===== src/rtl/led_scanner_ctrl_pkg.sv =====
// -----------------------------------------------------------------------------
// led_scanner_ctrl_pkg
//
// Shared definitions for the ping-pong LED scanner:
//   - LED_W / LED_RESET      : width of the LED bank and its power-on pattern
//   - LED_TOP_BOUNCE         : pattern loaded when the lit LED reverses at bit 15
//   - LED_BOT_BOUNCE         : pattern loaded when the lit LED reverses at bit 0
//   - dir_e (DIR_UP/DIR_DOWN): scan direction (UP = toward bit 15)
//   - HOLD_CYCLES_DEFAULT    : default auto-repeat interval in held cycles
//   - is_onehot()            : helper used to detect a corrupted LED register
// -----------------------------------------------------------------------------
package led_scanner_ctrl_pkg;

  localparam int unsigned LED_W = 16;

  localparam logic [LED_W-1:0] LED_RESET      = 16'h0001;
  localparam logic [LED_W-1:0] LED_TOP_BOUNCE = 16'h4000;
  localparam logic [LED_W-1:0] LED_BOT_BOUNCE = 16'h0002;

  localparam int unsigned HOLD_CYCLES_DEFAULT = 8;

  typedef enum logic {
    DIR_UP   = 1'b0,  // moving toward bit 15
    DIR_DOWN = 1'b1   // moving toward bit 0
  } dir_e;

  // True when exactly one bit of v is set. Clearing the lowest set bit
  // (v & (v-1)) leaves zero only for a power of two.
  function automatic logic is_onehot(input logic [LED_W-1:0] v);
    return (v != '0) && ((v & (v - 1'b1)) == '0);
  endfunction

endpackage : led_scanner_ctrl_pkg


===== src/rtl/led_scanner_ctrl_btn_step_gen.sv =====
// -----------------------------------------------------------------------------
// btn_step_gen
//
// Turns a debounced button level into single-cycle step requests:
//   - a rising edge of the button requests a step immediately;
//   - while the button stays high, a further step is requested every
//     HOLD_CYCLES cycles (auto-repeat);
//   - releasing the button clears the hold counter.
//
// The step output is combinational from the current button level and the
// registered history, so a press sampled at edge N can update the LED
// register at that same edge N.
//
// Ports:
//   clk    in   system clock, rising edge
//   reset  in   synchronous active-high reset
//   button in   debounced button level
//   step   out  one-cycle step request (valid for the upcoming edge)
// -----------------------------------------------------------------------------
module btn_step_gen
  import led_scanner_ctrl_pkg::*;
#(
  parameter int unsigned HOLD_CYCLES = HOLD_CYCLES_DEFAULT
) (
  input  logic clk,
  input  logic reset,
  input  logic button,
  output logic step
);

  localparam int unsigned CNT_W = $clog2(HOLD_CYCLES);
  localparam logic [CNT_W-1:0] CNT_MAX = CNT_W'(HOLD_CYCLES - 1);

  logic             btn_q, btn_d;
  logic [CNT_W-1:0] cnt_q, cnt_d;
  logic             press;
  logic             held;

  always_comb begin
    // btn_q is cleared by reset, so a button already high when reset
    // releases is seen as a fresh press on the first free-running edge.
    press = button & ~btn_q;
    held  = button &  btn_q;

    btn_d = button;
    cnt_d = cnt_q;
    step  = 1'b0;

    if (press) begin
      step  = 1'b1;
      cnt_d = '0;
    end else if (held) begin
      if (cnt_q == CNT_MAX) begin
        step  = 1'b1;
        cnt_d = '0;
      end else begin
        cnt_d = cnt_q + 1'b1;
      end
    end else begin
      cnt_d = '0;
    end
  end

  always_ff @(posedge clk) begin
    if (reset) begin
      btn_q <= 1'b0;
      cnt_q <= '0;
    end else begin
      btn_q <= btn_d;
      cnt_q <= cnt_d;
    end
  end

endmodule : btn_step_gen


===== src/rtl/led_scanner_ctrl.sv =====
// -----------------------------------------------------------------------------
// led_scanner_ctrl
//
// Single-lit 16-LED ping-pong scanner. Each step request from btn_step_gen
// moves the lit LED one place; at bit 15 or bit 0 the direction reverses and
// the LED moves straight back toward the middle, so the end LEDs are lit for
// one step only (30-step period).
//
// If the LED register is ever found not to be one-hot (e.g. after an upset),
// the next edge restores the reset pattern and upward direction.
//
// Ports:
//   clk    in   system clock, rising edge
//   reset  in   synchronous active-high reset (priority over button)
//   button in   debounced button level
//   led    out  registered one-hot LED pattern [15:0]
// -----------------------------------------------------------------------------
module led_scanner_ctrl
  import led_scanner_ctrl_pkg::*;
#(
  parameter int unsigned HOLD_CYCLES = HOLD_CYCLES_DEFAULT
) (
  input  logic        clk,
  input  logic        reset,
  input  logic        button,
  output logic [15:0] led
);

  logic [LED_W-1:0] led_q, led_d;
  dir_e             dir_q, dir_d;
  logic             step;

  btn_step_gen #(
    .HOLD_CYCLES (HOLD_CYCLES)
  ) u_step_gen (
    .clk    (clk),
    .reset  (reset),
    .button (button),
    .step   (step)
  );

  always_comb begin
    led_d = led_q;
    dir_d = dir_q;

    if (!is_onehot(led_q)) begin
      // Corrupted pattern: recover regardless of any pending step.
      led_d = LED_RESET;
      dir_d = DIR_UP;
    end else if (step) begin
      if (dir_q == DIR_UP) begin
        if (led_q[LED_W-1]) begin
          dir_d = DIR_DOWN;
          led_d = LED_TOP_BOUNCE;
        end else begin
          led_d = led_q << 1;
        end
      end else begin
        if (led_q[0]) begin
          dir_d = DIR_UP;
          led_d = LED_BOT_BOUNCE;
        end else begin
          led_d = led_q >> 1;
        end
      end
    end
  end

  always_ff @(posedge clk) begin
    if (reset) begin
      led_q <= LED_RESET;
      dir_q <= DIR_UP;
    end else begin
      led_q <= led_d;
      dir_q <= dir_d;
    end
  end

  assign led = led_q;

endmodule : led_scanner_ctrl


===== config.mk =====
export PLATFORM = sky130hd
export DESIGN_NAME = led_scanner_ctrl
export DESIGN_NICKNAME = d
export VERILOG_FILES = /design/src/rtl/led_scanner_ctrl_pkg.sv /design/src/rtl/led_scanner_ctrl_btn_step_gen.sv /design/src/rtl/led_scanner_ctrl.sv
export SDC_FILE = /design/constraint.sdc
export NUM_CORES = 1
export LEC_CHECK = 0
export CAP_MARGIN = 40
export CORE_MARGIN = 2
export CORE_UTILIZATION = 51
export DETAILED_ROUTE_END_ITERATION = 10
export HOLD_SLACK_MARGIN = 0.12
export PLACE_DENSITY = 0.77
export SETUP_SLACK_MARGIN = 0.5
export SLEW_MARGIN = 20
export SYNTH_ARGS = -nofsm -noshare
export SYNTH_HDL_FRONTEND = slang
export SYNTH_SLANG_ARGS = --single-unit
export TNS_END_PERCENT = 50

===== constraint.sdc =====
create_clock -name clk -period 2 [get_ports clk]
set_input_delay 0.2 -clock clk [delete_from_list [all_inputs] [get_ports clk]]
set_output_delay 0.2 -clock clk [all_outputs]
set_load 0.05 [all_outputs]

== After elaboration in Yosys (flattened, before gate mapping) ==
Index checks and enable logic that the tools add are counted.

* Add/subtract/negate cells: 2
* Bitwise gates (word level): 6
* Reductions and logical operators: 5
* Eq/ne operators: 1
* Muxes and demuxes: 9
* Multiply operators: 0
* Magnitude comparators: 0
* Shift operators: 0
* Divide/modulo/power cells: 0

{| class="wikitable"
|+ Operators with widths
! kind !! number
|-
| two-way mux 16 bit || 2
|-
| bitwise AND 16 bit || 1
|-
| logical NOT 16 bit || 1
|-
| nonzero test 16 bit || 1
|-
| subtractor 16 x 1 -> 16 bit (second input constant) || 1
|-
| two-way mux 15 bit || 1
|-
| two-way mux 1 bit || 6
|-
| OR reduction 4 bit || 1
|-
| adder 3 x 1 -> 3 bit (second input constant) || 1
|-
| equality test 3 bit (second input constant) || 1
|-
| NOT 1 bit || 3
|-
| bitwise AND 1 bit || 2
|-
| OR reduction 2 bit || 1
|-
| logical AND 1 bit || 1
|}

* Memory bits (read-only): 0
* Bits in latches: 0
* RAM bits: 0
* Memories kept: 0
* Input port bits: 3
* Bits in registers: 21
* Output and inout port bits: 16

== Longest topological paths before layout ==
* Depth after elaboration: 6
* Mapped depth: 8

== Modules after synthesis ==
A second synthesis with hierarchy kept.

* Cells, all modules: 145
* Area, all modules: 1222.4 um2

{| class="wikitable"
|+ By module, submodules not included
! module !! cells each !! instances !! seq. area each (um2) !! area an instance (um2)
|-
| led_scanner_ctrl || 132 || 1 || 340.3 || 1064.8
|-
| btn_step_gen || 13 || 1 || 80.1 || 157.7
|}

== Least setup slack after synthesis ==
No wires, ideal clock.

* Path kind: register to register
* From: reg led_q[9] (netlist: led[9])
* To: reg dir_q
* Stages on the path, launching flop included: 8
* Path buffers: 2
* Setup slack: -0.129 ns
* Setup time: 0.125 ns
* Data required time: 1.875 ns
* Arrival time: 2.004 ns
* Cells stage by stage: dfxtp_1 clkbuf_1 nor2_1 a31oi_1 a211oi_1 a31oi_1 buf_2 nor4_2

* Word-level cells in the longest chain between the ends: 6
* Elaborated cells on any way between the ends: 7
* Classes of those cells: add/sub (1); bitwise (2); reduce/logical (4)

{| class="wikitable"
|+ Ends and longest elaborated chain
! item !! line !! source
|-
| start, declared || led_scanner_ctrl.sv:29 || <nowiki>logic [LED_W-1:0] led_q, led_d;</nowiki>
|-
| start signal, assigned || led_scanner_ctrl.sv:74 || <nowiki>led_q <= led_d;</nowiki>
|-
| subtractor 16 x 1 -> 16 bit || led_scanner_ctrl_pkg.sv:30 || <nowiki>return (v != '0) && ((v & (v - 1'b1)) == '0);</nowiki>
|-
| bitwise AND 16 bit || led_scanner_ctrl_pkg.sv:30 ||
|-
| logical NOT 16 bit || led_scanner_ctrl_pkg.sv:30 ||
|-
| logical AND 1 bit (*) || led_scanner_ctrl_pkg.sv:30 ||
|-
| NOT 1 bit (no source line) (*) || n/a ||
|-
| OR reduction 2 bit (no source line) (*) || n/a ||
|-
| end signal, assigned || led_scanner_ctrl.sv:75 || <nowiki>dir_q <= dir_d;</nowiki>
|-
| end, declared || led_scanner_ctrl.sv:30 || <nowiki>dir_e dir_q, dir_d;</nowiki>
|}

Every way passes the cells marked *; elsewhere a longest branch is shown, timed or not.
A chain may end at the register's enable or synchronous reset.

== Final worst setup path ==
* From: reg led_q[4] (netlist: led[4])
* To: reg led_q[0] (netlist: led[0])

* Word-level cells in the longest chain between the ends: 6
* Elaborated cells on any way between the ends: 7
* Classes of those cells: add/sub (1); bitwise (2); reduce/logical (4)

{| class="wikitable"
|+ Ends and longest elaborated chain
! item !! line
|-
| subtractor 16 x 1 -> 16 bit || led_scanner_ctrl_pkg.sv:30
|-
| bitwise AND 16 bit || led_scanner_ctrl_pkg.sv:30
|-
| logical NOT 16 bit || led_scanner_ctrl_pkg.sv:30
|-
| logical AND 1 bit (*) || led_scanner_ctrl_pkg.sv:30
|-
| NOT 1 bit (no source line) (*) || n/a
|-
| OR reduction 2 bit (no source line) (*) || n/a
|}

Marks and branches as above.

==> impl_metrics.json <==
{
  "outcome": "complete, no violations",
  "grt_use_met2": 0.390,
  "rows": 17,
  "tns_ns": 0,
  "antenna_found_initial": 0,
  "synth_compound_area_frac": 0.213,
  "max_slew_margin": 0.455,
  "dp_hpwl_mm": 1.85,
  "grt_overflow_total": 0,
  "hold_class": "register to register",
  "synth_area_mm2": 0.00113,
  "clock_latency_ns": 0.30,
  "synth_cell_types": 31,
  "clockBufferDepth": 2,
  "path_cells": "nor4_4 -> a31oi_1 -> a211oi_2 -> a31oi_4 -> buf_6 -> a2111o_1",
  "seq_area_frac_synth": 0.373,
  "diodes": 0,
  "synth_xor_area_frac": 0,
  "rsz0062_at_grt": "yes",
  "synthCells": 125,
  "grt_max_degree": 19,
  "coreArea_mm2": 0.00215,
  "drt_iter0_markers": 31,
  "grt_busiest_layer": "met2",
  "drive_above_1_share": 0.383,
  "synth_warnings": 0,
  "fin_crit_sh": 0.938,
  "multi_input_comb_area_um2": 796,
  "grt_pass1_wl_mm": 4.94,
  "gp_congestion": 0.830,
  "crit_path_top_delay_cell": "dfxtp_4",
  "use_met3": 0.0292,
  "die_x_um": 51.0,
  "crit_fanout": 6,
  "cts_buffers": 3,
  "htree_num_levels": 1,
  "crit_arrival_ns": 2.08,
  "drt.antenna.violating_nets": 0,
  "regArea_um2": 444,
  "gr-usage-met1": 0.346,
  "synthTopCellsByArea": "dfxtp_1, a221oi_1, nor4_2, nor2_1, nor4_1",
  "cts.sinks": 21,
  "synthMuxAreaShare": 0.00888,
  "layout.nets": 160,
  "num_vias": 1183,
  "clkSlewWorstSetupHoldPaths_ns": 0.13,
  "cts_tree": "done",
  "clock_skew_ns": 0.00376,
  "start_util": 0.525,
  "finalSetupViolations": 0,
  "end_kind": "register",
  "synth_adder_area_share": 0.0311,
  "critPathMaxStageDelay_ns": 0.39,
  "cap_viol_max_count": 0,
  "cp.required_ns": 2.20,
  "path_delay_family": "compound AO/OA/AOI/OAI gates",
  "synth_top_family_by_area": "simple AND/OR/NAND/NOR gates",
  "port_buffers": 18,
  "io_pins": 19,
  "area_growth_pct": 45.2,
  "slew_viol_final": 0,
  "yosys.area.top_type": "dfxtp_1",
  "vias_per_cell": 6.50,
  "worst_pin_slew_ns": 0.814,
  "fmaxAchievable_ghz": 0.533,
  "n_fill_cell": 141,
  "synth_top_area_share": 0.373,
  "synth_nets": 130,
  "hold_viol": 0,
  "yosys.area_share.simple": 0.330,
  "cp-start-kind": "register",
  "drt_wl_total_mm": 3.00,
  "dieArea_mm2": 0.00260,
  "die_y_um": 51.0,
  "grt_usage": 0.252,
  "period_needed_ns": 1.88,
  "crit_buf_inv": 1,
  "drtPass1Iterations": 5,
  "cts-root-buf": "clkbuf_4",
  "grt_pass1_vias": 1046,
  "wire_per_inst_um": 16.5,
  "ys_ff_latch": 21,
  "remaining_drc_errors": 0,
  "post_synth.cell_area_avg_um2": 9.02,
  "worst-setup-path-type": "register to register"
}
==> routing by layer <==
layer,vias to the layer above,part of all wire
met5,-,0
met4,0,0.028
met3,10,0.057
met2,50,0.48
met1,575,0.44
li1,548,-
==> final cells by class <==
type / instances / area share
Timing Repair Buffer: 35 / 0.202
Clock buffer: 3 / 0.0138
Multi-Input combinational cell: 93 / 0.486
Tap cell: 28 / 0.0214
Inverter: 1 / 0.00229
Sequential cell: 21 / 0.271
Clock inverter: 1 / 0.00306
==> placed cells by master, fill, tap and decap left out, drive strengths merged <==
cell type | Yosys | final
clkdlybuf4s15 | 0 | 3
mux2i | 1 | 1
clkinv | 0 | 1
inv | 1 | 1
clkbuf | 8 | 3
and2 | 3 | 3
maj3 | 1 | 1
nand3b | 1 | 1
a41o | 1 | 1
ha | 2 | 2
a31oi | 2 | 2
nand4 | 2 | 2
nor4 | 16 | 16
a31o | 1 | 1
a2111o | 1 | 1
clkdlybuf4s50 | 0 | 15
a21oi | 7 | 7
a221oi | 12 | 12
or3 | 1 | 1
and3 | 3 | 3
a211oi | 3 | 3
dfxtp | 21 | 21
nand2b | 1 | 1
nor2b | 3 | 3
nor3 | 6 | 6
o22ai | 2 | 2
buf | 2 | 17
nor2 | 19 | 19
nand2 | 2 | 2
o21a | 3 | 3
==> flip-flops by register name (all words and copies together) (netlist names) <==
register	flops
u_step_gen.btn_q	1
u_step_gen.cnt_q	3
dir_q	1
led	16
==> cell usage after synthesis <==
master and n:
dfxtp_1 21, nor2_1 19, a221oi_1 12, clkbuf_1 8, nor4_1 8, a21oi_1 7, nor3_1 6, nor4_2 6
a211oi_1 3, and2_1 3, and3_1 3, nor2b_1 3, o21a_1 3, a31oi_1 2, ha_1 2, nand2_1 2
nor4_4 2, o22ai_1 2, a2111o_1 1, a31o_2 1, a41o_1 1, buf_2 1, buf_6 1, inv_1 1
maj3_1 1, mux2i_1 1, nand2b_1 1, nand3b_1 1, nand4_1 1, nand4_2 1, or3_1 1
==> cell families after synthesis <==
kind of cell               count (synthesis)
and+or+nand+nor                           57
adders and majority gates                  3
muxes                                      1
DFF                                       21
AOI/OAI and AO/OA                         32
buffers and inverters                     11
==> worst register-to-register path, cell delays in order (launching register included) <==
cell and delay (ns):
dfxtp_4 0.39, nor4_4 0.38, a31oi_1 0.16, a211oi_2 0.31, a31oi_4 0.08, buf_6 0.16
a2111o_1 0.29
==> per-stage QoR <==
stage	setup slack [ns]	hold WS, ns	instance area [µm²]	utilization	std cells
finish	0.125	0.439	1640	0.762	182
global route	0.00238	0.457	1640	0.762	182
CTS	0.171	0.438	1560	0.725	180
detailed placement	0.0279	0.418	1430	0.665	170
global placement	0.110	0.408	1420	0.660	169
floorplan	0.172	0.279	1210	-	125
==> timing repair <==
item / 4_1_cts / 5_1_grt
gates cloned: 1 / 0
endpoints found under the hold margin: 0 / 0
hold buffers: 0 / 0
buffers inserted: 5 / 2
endpoints found under the setup margin: 33 / 30
pin swaps: 4 / 10
gates resized for setup: 18 / 11
==> final timing paths <==
kind | from | end | slack [ns] | cells past startpoint
max | led[4]$_SDFFE_PP0P_ | led[0]$_SDFFE_PP1P_ | 0.12 | 6
min | u_step_gen.cnt_q[0]$_SDFF_PP0_ | u_step_gen.cnt_q[0]$_SDFF_PP0_ | 0.44 | 1
max reg2reg | led[4]$_SDFFE_PP0P_ | led[0]$_SDFFE_PP1P_ | 0.12 | 6
min reg2reg | u_step_gen.cnt_q[0]$_SDFF_PP0_ | u_step_gen.cnt_q[0]$_SDFF_PP0_ | 0.44 | 1
Power is left out: the tool's default activity adds up to more than one toggle a clock period on the data nets, which glitch-free logic cannot reach.
